$ cat src/rtl/log2_stream_adapter.sv
// ----------------------------------------------------------------------------
// log2_stream_adapter
//
// Ready/valid wrapper around the fixed-latency log2 pipeline. Accepted FP32
// operands are registered into the unit, and every result the unit produces is
// caught in a first-word-fall-through output FIFO. The unit has no backpressure,
// so a credit pool the size of the FIFO limits how many operands can be in
// flight or buffered at once. This guarantees that every result has a free slot
// when it arrives.
//
// Ports:
//   clk, rst            clock (rising edge), asynchronous active-high reset
//   s_valid/s_ready/    operand stream in; a transfer happens when
//   s_data              s_valid & s_ready
//   m_valid/m_ready/    result stream out (FWFT, read latency 0)
//   m_data
//   unit_op, unit_vld_in, unit_en    drive the log2 unit
//   unit_result, unit_vld_out        return path from the log2 unit
//   ovf_err             sticky: a result arrived while the FIFO was full
//
// Optional build macro LOG2_ADAPTER_PERF_EN adds the following ports:
//   perf_clr     input; synchronous clear of both counters
//   perf_issued  output; count of accepted operands
//   perf_stall   output; count of cycles with s_valid & ~s_ready
// Both counters saturate at all-ones.
// ----------------------------------------------------------------------------
module log2_stream_adapter #(
    parameter int unsigned DATA_WIDTH = 32,
    parameter int unsigned DEPTH      = 8,   // power of 2, >= 2
    parameter int unsigned PIPE_LAT   = 6    // only used by assertions
) (
    input  logic                  clk,
    input  logic                  rst,
    // operand stream
    input  logic                  s_valid,
    output logic                  s_ready,
    input  logic [DATA_WIDTH-1:0] s_data,
    // result stream
    output logic                  m_valid,
    input  logic                  m_ready,
    output logic [DATA_WIDTH-1:0] m_data,
    // log2 unit interface
    output logic [DATA_WIDTH-1:0] unit_op,
    output logic                  unit_vld_in,
    output logic                  unit_en,
    input  logic [DATA_WIDTH-1:0] unit_result,
    input  logic                  unit_vld_out,
    // status
    output logic                  ovf_err
`ifdef LOG2_ADAPTER_PERF_EN
    ,
    input  logic                  perf_clr,
    output logic [31:0]           perf_issued,
    output logic [31:0]           perf_stall
`endif
);

    localparam int unsigned AddrW = $clog2(DEPTH);
    localparam int unsigned PtrW  = AddrW + 1;
    localparam int unsigned CredW = AddrW + 1;

    localparam logic [CredW-1:0] CredMax = CredW'(DEPTH);
    localparam logic [CredW-1:0] CredOne = CredW'(1);
    localparam logic [PtrW-1:0]  PtrOne  = PtrW'(1);

    // ------------------------------------------------------------------------
    // Declarations
    // ------------------------------------------------------------------------
    logic [CredW-1:0]      r_credit;
    logic [CredW-1:0]      w_credit_d;

    logic [DATA_WIDTH-1:0] r_unit_op;
    logic                  r_unit_vld_in;
    logic                  r_unit_en;
    logic                  r_ovf;

    logic [DATA_WIDTH-1:0] r_mem [DEPTH];
    logic [PtrW-1:0]       r_wr_ptr;
    logic [PtrW-1:0]       r_rd_ptr;

    logic                  w_issue;
    logic                  w_pop;
    logic                  w_push;
    logic                  w_wr_en;
    logic                  w_full;
    logic                  w_empty;
    logic                  w_s_ready;

    // ------------------------------------------------------------------------
    // Credit pool: one credit per FIFO slot. A credit is consumed on issue and
    // returned on pop. With no same-cycle ready-through, a pop at zero credit
    // only reopens s_ready on the following cycle.
    // ------------------------------------------------------------------------
    assign w_s_ready = (r_credit != '0) & ~rst;
    assign w_issue   = s_valid & w_s_ready;

    always_comb begin
        w_credit_d = r_credit;
        if (w_issue && !w_pop) begin
            w_credit_d = r_credit - CredOne;
        end else if (!w_issue && w_pop) begin
            w_credit_d = r_credit + CredOne;
        end
    end

    always_ff @(posedge clk or posedge rst) begin
        if (rst) begin
            r_credit <= CredMax;
        end else begin
            r_credit <= w_credit_d;
        end
    end

    // ------------------------------------------------------------------------
    // Issue register and unit enable
    // ------------------------------------------------------------------------
    always_ff @(posedge clk or posedge rst) begin
        if (rst) begin
            r_unit_op     <= '0;
            r_unit_vld_in <= 1'b0;
            r_unit_en     <= 1'b0;
        end else begin
            r_unit_en     <= 1'b1;
            r_unit_vld_in <= w_issue;
            if (w_issue) begin
                r_unit_op <= s_data;
            end
        end
    end

    // ------------------------------------------------------------------------
    // Output FIFO. The pointers carry one extra wrap bit so that full and empty
    // can be told apart. Storage is reset so that m_data reads as zero while
    // the FIFO is empty after reset.
    // ------------------------------------------------------------------------
    assign w_empty = (r_wr_ptr == r_rd_ptr);
    assign w_full  = (r_wr_ptr[AddrW] != r_rd_ptr[AddrW]) &&
                     (r_wr_ptr[AddrW-1:0] == r_rd_ptr[AddrW-1:0]);

    assign w_pop   = ~w_empty & m_ready;
    assign w_push  = unit_vld_out;
    // When the FIFO is full, a same-cycle pop frees the slot being written.
    assign w_wr_en = w_push & (~w_full | w_pop);

    always_ff @(posedge clk or posedge rst) begin
        if (rst) begin
            r_wr_ptr <= '0;
            r_rd_ptr <= '0;
            r_ovf    <= 1'b0;
            for (int i = 0; i < int'(DEPTH); i++) begin
                r_mem[i] <= '0;
            end
        end else begin
            if (w_wr_en) begin
                r_mem[r_wr_ptr[AddrW-1:0]] <= unit_result;
                r_wr_ptr                   <= r_wr_ptr + PtrOne;
            end
            if (w_pop) begin
                r_rd_ptr <= r_rd_ptr + PtrOne;
            end
            // The credit scheme should make this unreachable.
            if (w_push && w_full && !w_pop) begin
                r_ovf <= 1'b1;
            end
        end
    end

    // ------------------------------------------------------------------------
    // Outputs
    // ------------------------------------------------------------------------
    assign s_ready     = w_s_ready;
    assign m_valid     = ~w_empty;
    assign m_data      = r_mem[r_rd_ptr[AddrW-1:0]];
    assign unit_op     = r_unit_op;
    assign unit_vld_in = r_unit_vld_in;
    assign unit_en     = r_unit_en;
    assign ovf_err     = r_ovf;

    // ------------------------------------------------------------------------
    // Optional performance counters
    // ------------------------------------------------------------------------
`ifdef LOG2_ADAPTER_PERF_EN
    logic [31:0] r_perf_issued;
    logic [31:0] r_perf_stall;
    logic        w_stall;

    assign w_stall = s_valid & ~w_s_ready;

    always_ff @(posedge clk or posedge rst) begin
        if (rst) begin
            r_perf_issued <= '0;
            r_perf_stall  <= '0;
        end else if (perf_clr) begin
            r_perf_issued <= '0;
            r_perf_stall  <= '0;
        end else begin
            if (w_issue && (r_perf_issued != '1)) begin
                r_perf_issued <= r_perf_issued + 32'd1;
            end
            if (w_stall && (r_perf_stall != '1)) begin
                r_perf_stall <= r_perf_stall + 32'd1;
            end
        end
    end

    assign perf_issued = r_perf_issued;
    assign perf_stall  = r_perf_stall;
`endif

    // ------------------------------------------------------------------------
    // Assertions
    // ------------------------------------------------------------------------
    // Every unit result must correspond to an issue exactly PIPE_LAT cycles
    // earlier.
    a_unit_latency : assert property (@(posedge clk) disable iff (rst)
        unit_vld_out |-> $past(unit_vld_in, PIPE_LAT));

    // Credits must keep the FIFO from ever overflowing.
    a_no_overflow : assert property (@(posedge clk) disable iff (rst)
        !(w_push && w_full && !w_pop));

    a_credit_range : assert property (@(posedge clk) disable iff (rst)
        r_credit <= CredMax);

    // A result that is held must not change while it waits.
    a_m_hold : assert property (@(posedge clk) disable iff (rst)
        (m_valid && !m_ready) |=> (m_valid && $stable(m_data)));

endmodule

$ cat config.mk
export PLATFORM = sky130hd
export DESIGN_NAME = log2_stream_adapter
export DESIGN_NICKNAME = d
export VERILOG_FILES = /design/src/rtl/log2_stream_adapter.sv
export SDC_FILE = /design/constraint.sdc
export NUM_CORES = 1
export LEC_CHECK = 0
export BUFFER_PORTS_ARGS = -buffer_cell sky130_fd_sc_hd__buf_2
export CAP_MARGIN = 5
export CORE_MARGIN = 1.5
export CORE_UTILIZATION = 55
export CTS_CLUSTER_DIAMETER = 150
export CTS_CLUSTER_SIZE = 20
export DETAILED_ROUTE_END_ITERATION = 8
export GPL_TIMING_DRIVEN = 0
export PLACE_DENSITY = 0.75
export SYNTH_ARGS = -nofsm -noshare
export SYNTH_HDL_FRONTEND = slang
export SYNTH_SLANG_ARGS = --single-unit
$ cat constraint.sdc
create_clock -name clk -period 18.54 [get_ports clk]
set_input_delay 1.854 -clock clk [delete_from_list [all_inputs] [get_ports clk]]
set_output_delay 1.854 -clock clk [all_outputs]
set_load 0.005 [all_outputs]
### Word level (Yosys, flattened, before mapping)

Cells that the tools add are included.

* add/sub/neg operators: 4
* order comparisons: 3
* equal/unequal tests: 3
* multiplexer cells: 8
* bitwise gates (word level): 10
* reduce and logical (&&, ||, !) cells: 10

Operators with widths (count)
* 256-bit bitwise mux: 1
* 32-bit binary-select mux with 3-bit select: 1
* 32-bit demux with 3-bit select: 1
* 32-bit two-way mux: 3
* 4-bit by 1-bit adder with 4-bit output (second input constant): 3
* 4-bit greater-or-equal comparator (second input constant): 2
* 4-bit two-way mux: 2
* 3-bit inverter with 4-bit output: 2
* 1-bit logical AND: 6
* 1-bit bitwise AND: 4
* 4-bit == test: 1
* 4-bit by 1-bit less-than comparator with 1-bit output (second input constant): 1
* 4-bit nonzero test: 1
* 4-bit by 1-bit subtractor with 4-bit output (second input constant): 1
* 3-bit == test: 1
* 1-bit inverter: 3
* 1-bit zero test: 2
* 2-bit nonzero test: 1
* 1-bit != test: 1
* 1-bit bitwise OR: 1

* flip-flop bits (word level): 303
* bits of input ports: 69
* output and inout bits: 69
* word-level logic and storage cells: 53

### Longest topological paths before layout

* depth after elaboration: 7
* depth in mapped cells: 11
* mapped depth without buffers: 9

### Least setup slack after synthesis

Ideal clock, no wire load.

* kind: input to output
* start: in rst
* end: out s_ready
* arrival: 1.980 ns
* data required time: 16.686 ns
* setup slack: 14.706 ns
* stages: 1
* path buffers: 0
* cells stage by stage: nor2_1

* cells in the longest elaborated chain, start to end: 2

Ends and longest elaborated chain
* start, declared: line 33 `input logic rst,`
* 1-bit inverter: line 94 `assign w_s_ready = (r_credit != '0) & ~rst;`
* 1-bit bitwise AND: line 94
* end, declared: line 36 `output logic s_ready,`

Every way passes these cells.

### Worst setup path after layout

* start: reg r_rd_ptr[1]
* end: out m_data[17]

* cells in the longest elaborated chain, start to end: 4

Ends and longest elaborated chain
* start, declared: line 79 `logic [PtrW-1:0] r_rd_ptr;`
* start signal, assigned: line 159 `r_rd_ptr <= r_rd_ptr + PtrOne;`
* 3-bit inverter with 4-bit output (not written as such): line 173 `assign m_data = r_mem[r_rd_ptr[AddrW-1:0]];`
* 32-bit binary-select mux with 3-bit select: line 173
* 32-bit two-way mux (not written as such) (2 in a row): line 173
* end, declared: line 41 `output logic [DATA_WIDTH-1:0] m_data,`

Every way passes these cells. The select of a mux whose other input is x is not followed.

==> run_results.csv <==
group,metric,value,unit
sta,maxSlewHeadroom,0.403,
routing,drcViolationCount,0,
worst_setup_path,worstReg2RegStart,"r_credit[0]$_DFFE_PP0P_",
sta,max_freq,0.210,GHz
power,p_leak,6.38,nW
sta,hold_violations,0,
worst_setup_path,critPathRequiredTime,16.69,ns
routing,via_per_inst,6.49,
placement,dp.cells,1379,
die,die-width,159,um
grt,overflow,0,
clock_tree,ctsHoldBuffers,0,
clock_tree,cts_setup_buffers,0,
worst_hold_path,holdCritStartpoint,"ovf_err$_DFFE_PP0P_",
final_layout,seq_area,7580,um2
synthesis,yosysWarningCount,0,
worst_hold_path,holdPathStages,1,
power,ir_worst_vdd,100,uV
worst_hold_path,hp-class,"reg2reg",
final_layout,fin_area,15000,um2
die,start_util,0.565,
sta,setup_tns,0,ns
worst_setup_path,crit_path_start_kind,"flip-flop",
routing,wl_per_cell,25.1,um
sta,rsz0062_at_grt,"no",
grt,antenna_found_initial,0,
worst_setup_path,crit_start,"r_rd_ptr[1]$_DFFE_PP0P_",
worst_setup_path,ff2ff_setup_slack,15.68,ns
flow_run,cap_violations,0,
worst_setup_path,reg2regPathDepth,10,
final_layout,multi_input_area,5340,um2
clock_tree,clockBufferDepth,3,
sta,post-route-min-period,4.75,ns
synthesis,synth_cell_type_count,44,
synthesis,avgSynthCellArea,14.5,um2
die,die_h,159,um
final_layout,instances_no_fill,1405,
die,core-area,23600,um2
outcome,outcome,"finished clean",
sta,worst_pin_slew,0.895,ns
sta,setup_viol,0,
synthesis,synthCells,922,
grt,grt_pass1_vias,9597,
grt,grt_pass1_wl,55800,um
synthesis,syn_area,13400,um2
clock_tree,clock_latency,0.51,ns
final_layout,final_nets,1156,
worst_setup_path,arrival,2.90,ns
clock_tree,cts_max_level,1,
power,powerDensity,185,nW/um2
clock_tree,cts.sinks,303,
grt,track_usage,0.286,
routing,num_vias,9124,
synthesis,ys_seq_area_frac,0.568,
worst_setup_path,worst_setup_path_end_kind,"output pin",
final_layout,finalCoreUtilization,0.636,
die,rows,56,
clock_tree,cts_buffers,19,
worst_setup_path,path_max_fanout,10,
clock_tree,cts_root_buffer,"clkbuf_16",
clock_tree,clk_pin_slew_worst_paths,0.08,ns
sta,fin_crit_sh,0.256,
worst_setup_path,crit_type,"reg2out",
grt,grt_start_max_net_pins,129,
routing,ant_nets,0,
synthesis,ys_seq_elements,303,
sta,fin_skew,0.0203,ns
final_layout,layout-drive-gt1-share,0.331,
clock_tree,cts_tree,"done",
placement,placed_area,14500,um2
final_layout,fill_cells,1799,
placement,place.gp.congestion,0.856,
final_layout,n_antenna_cell,0,
final_layout,area_growth,12.4,%
sta,slew_violations,0,
placement,port_buffers,136,
routing,drt-total-wl,35300,um
routing,initialDrtViolationCount,990,
die,io_pins,138,
die,die_area,25200,um2
routing,drt_pass1_iterations,7,
clock_tree,ctsResizeCount,0,
placement,dp_hpwl,23100,um
synthesis,synth_fp_nets,997,
[per-layer routing]
layer,up-vias,global-route usage,share of wire
li1,3907,-,-
met1,4706,0.404,0.42
met2,436,0.452,0.47
met3,75,0.0598,0.078
met4,0,0.0844,0.028
met5,-,0,0
[final timing paths]
path                                           end
max                                     m_data[17]
min reg2reg                    ovf_err$_DFFE_PP0P_
min                            ovf_err$_DFFE_PP0P_
min in group asynchronous  unit_op[10]$_DFFE_PP0P_
max reg2reg                r_credit[3]$_DFFE_PP1P_
max in group asynchronous   r_mem[213]$_DFFE_PP0P_
[synth_stat cells]
library cell	n	area, um2
nand2b_1	34	213
a32o_1	2	20.0
buf_4	1	7.51
o2bb2ai_1	252	2210
o2111ai_1	2	17.5
and3_1	1	6.26
o311ai_0	2	17.5
nand4b_1	2	17.5
nor2b_1	2	12.5
nand3_1	1	5.00
nand2_1	40	150
dfrtp_1	302	7560
nand3_4	1	17.5
xor2_1	2	17.5
nor3b_1	1	7.51
xnor2_2	2	32.5
buf_2	58	290
mux2i_1	1	10.0
clkbuf_1	25	93.8
dfstp_2	1	26.3
o21ai_1	1	5.00
mux4_2	64	1440
a21oi_1	1	5.00
o211ai_2	4	50.1
mux2_2	66	743
fa_1	1	20.0
o211ai_1	3	22.5
inv_1	8	30.0
and2_1	2	12.5
o211a_1	1	10.0
nor2_1	5	18.8
a22o_1	2	17.5
conb_1	1	3.75
o21ai_0	3	15.0
nand4_1	2	12.5
o2111ai_2	1	15.0
xnor2_1	7	61.3
o21ai_2	3	26.3
a21o_1	1	7.51
ha_1	5	62.6
nor4_1	2	12.5
nor3_1	3	15.0
or3_1	1	6.26
buf_1	3	11.3
[through the flow]
step                      total power [mW]  hold slack, ns  worst slack (ns)
final                                 2.78           0.453             13.79
after CTS                             2.78           0.458             13.78
after detailed placement              2.36           0.442             14.24
after global routing                  2.93           0.490             13.69
after floorplan                       1.96           0.451              8.31
after global placement                2.33           0.437              5.17
[flip-flops by register name, summed over array words and instances (netlist names)]
signal / cells
ovf_err: 1
r_credit: 4
r_mem: 256
r_rd_ptr: 4
r_wr_ptr: 4
unit_en: 1
unit_op: 32
unit_vld_in: 1
[power breakdown]
| group | leakage, nW | total (mW) | switching, mW | internal (mW) |
|---|---|---|---|---|
| sequential | 3.78 | 1.11 | 0.163 | 0.950 |
| combinational | 2.35 | 1.25 | 0.617 | 0.633 |
| clock | 0.251 | 0.415 | 0.224 | 0.191 |
| total | 6.38 | 2.78 | 1.00 | 1.77 |
[critical path, stage by stage, from the launching register on]
cell and delay [ns]:
dfrtp_1 0.47, buf_2 0.34, clkbuf_1 0.71, mux4_2 0.45
mux2_2 0.28, buf_2 0.13
[layout by cell type, fill, tap and decap left out, drive strengths merged, types with 3 or more instances in the layout]
cell type / count
mux4: 64
o21ai: 7
mux2: 66
nand2b: 34
o2bb2ai: 252
buf: 200
nor3: 3
nand2: 40
o2111ai: 3
o211ai: 7
clkbuf: 50
inv: 9
dfrtp: 302
ha: 5
xnor2: 9
nor2: 5
[cell type report]
cell class,count,area share
Inverter,8,0.00250
Tap cell,319,0.0266
Clock inverter,1,0.00133
Clock buffer,25,0.0332
Multi-Input combinational cell,524,0.355
Timing Repair Buffer,138,0.0490
Buffer,87,0.0268
Sequential cell,303,0.505
[kinds of logic after synthesis]
family                     count (synthesis)  share of synthesized area
buffers and inverters                     95                     0.0324
AOI/OAI and AO/OA                        278                      0.182
and+or+nand+nor                           97                     0.0380
DFF                                      303                      0.568
adders and majority gates                  6                    0.00619
other                                      1                   0.000281
muxes                                    131                      0.164
xor gates and xnor gates                  11                    0.00834
Note: power is estimated with default switching activity, not from simulation.
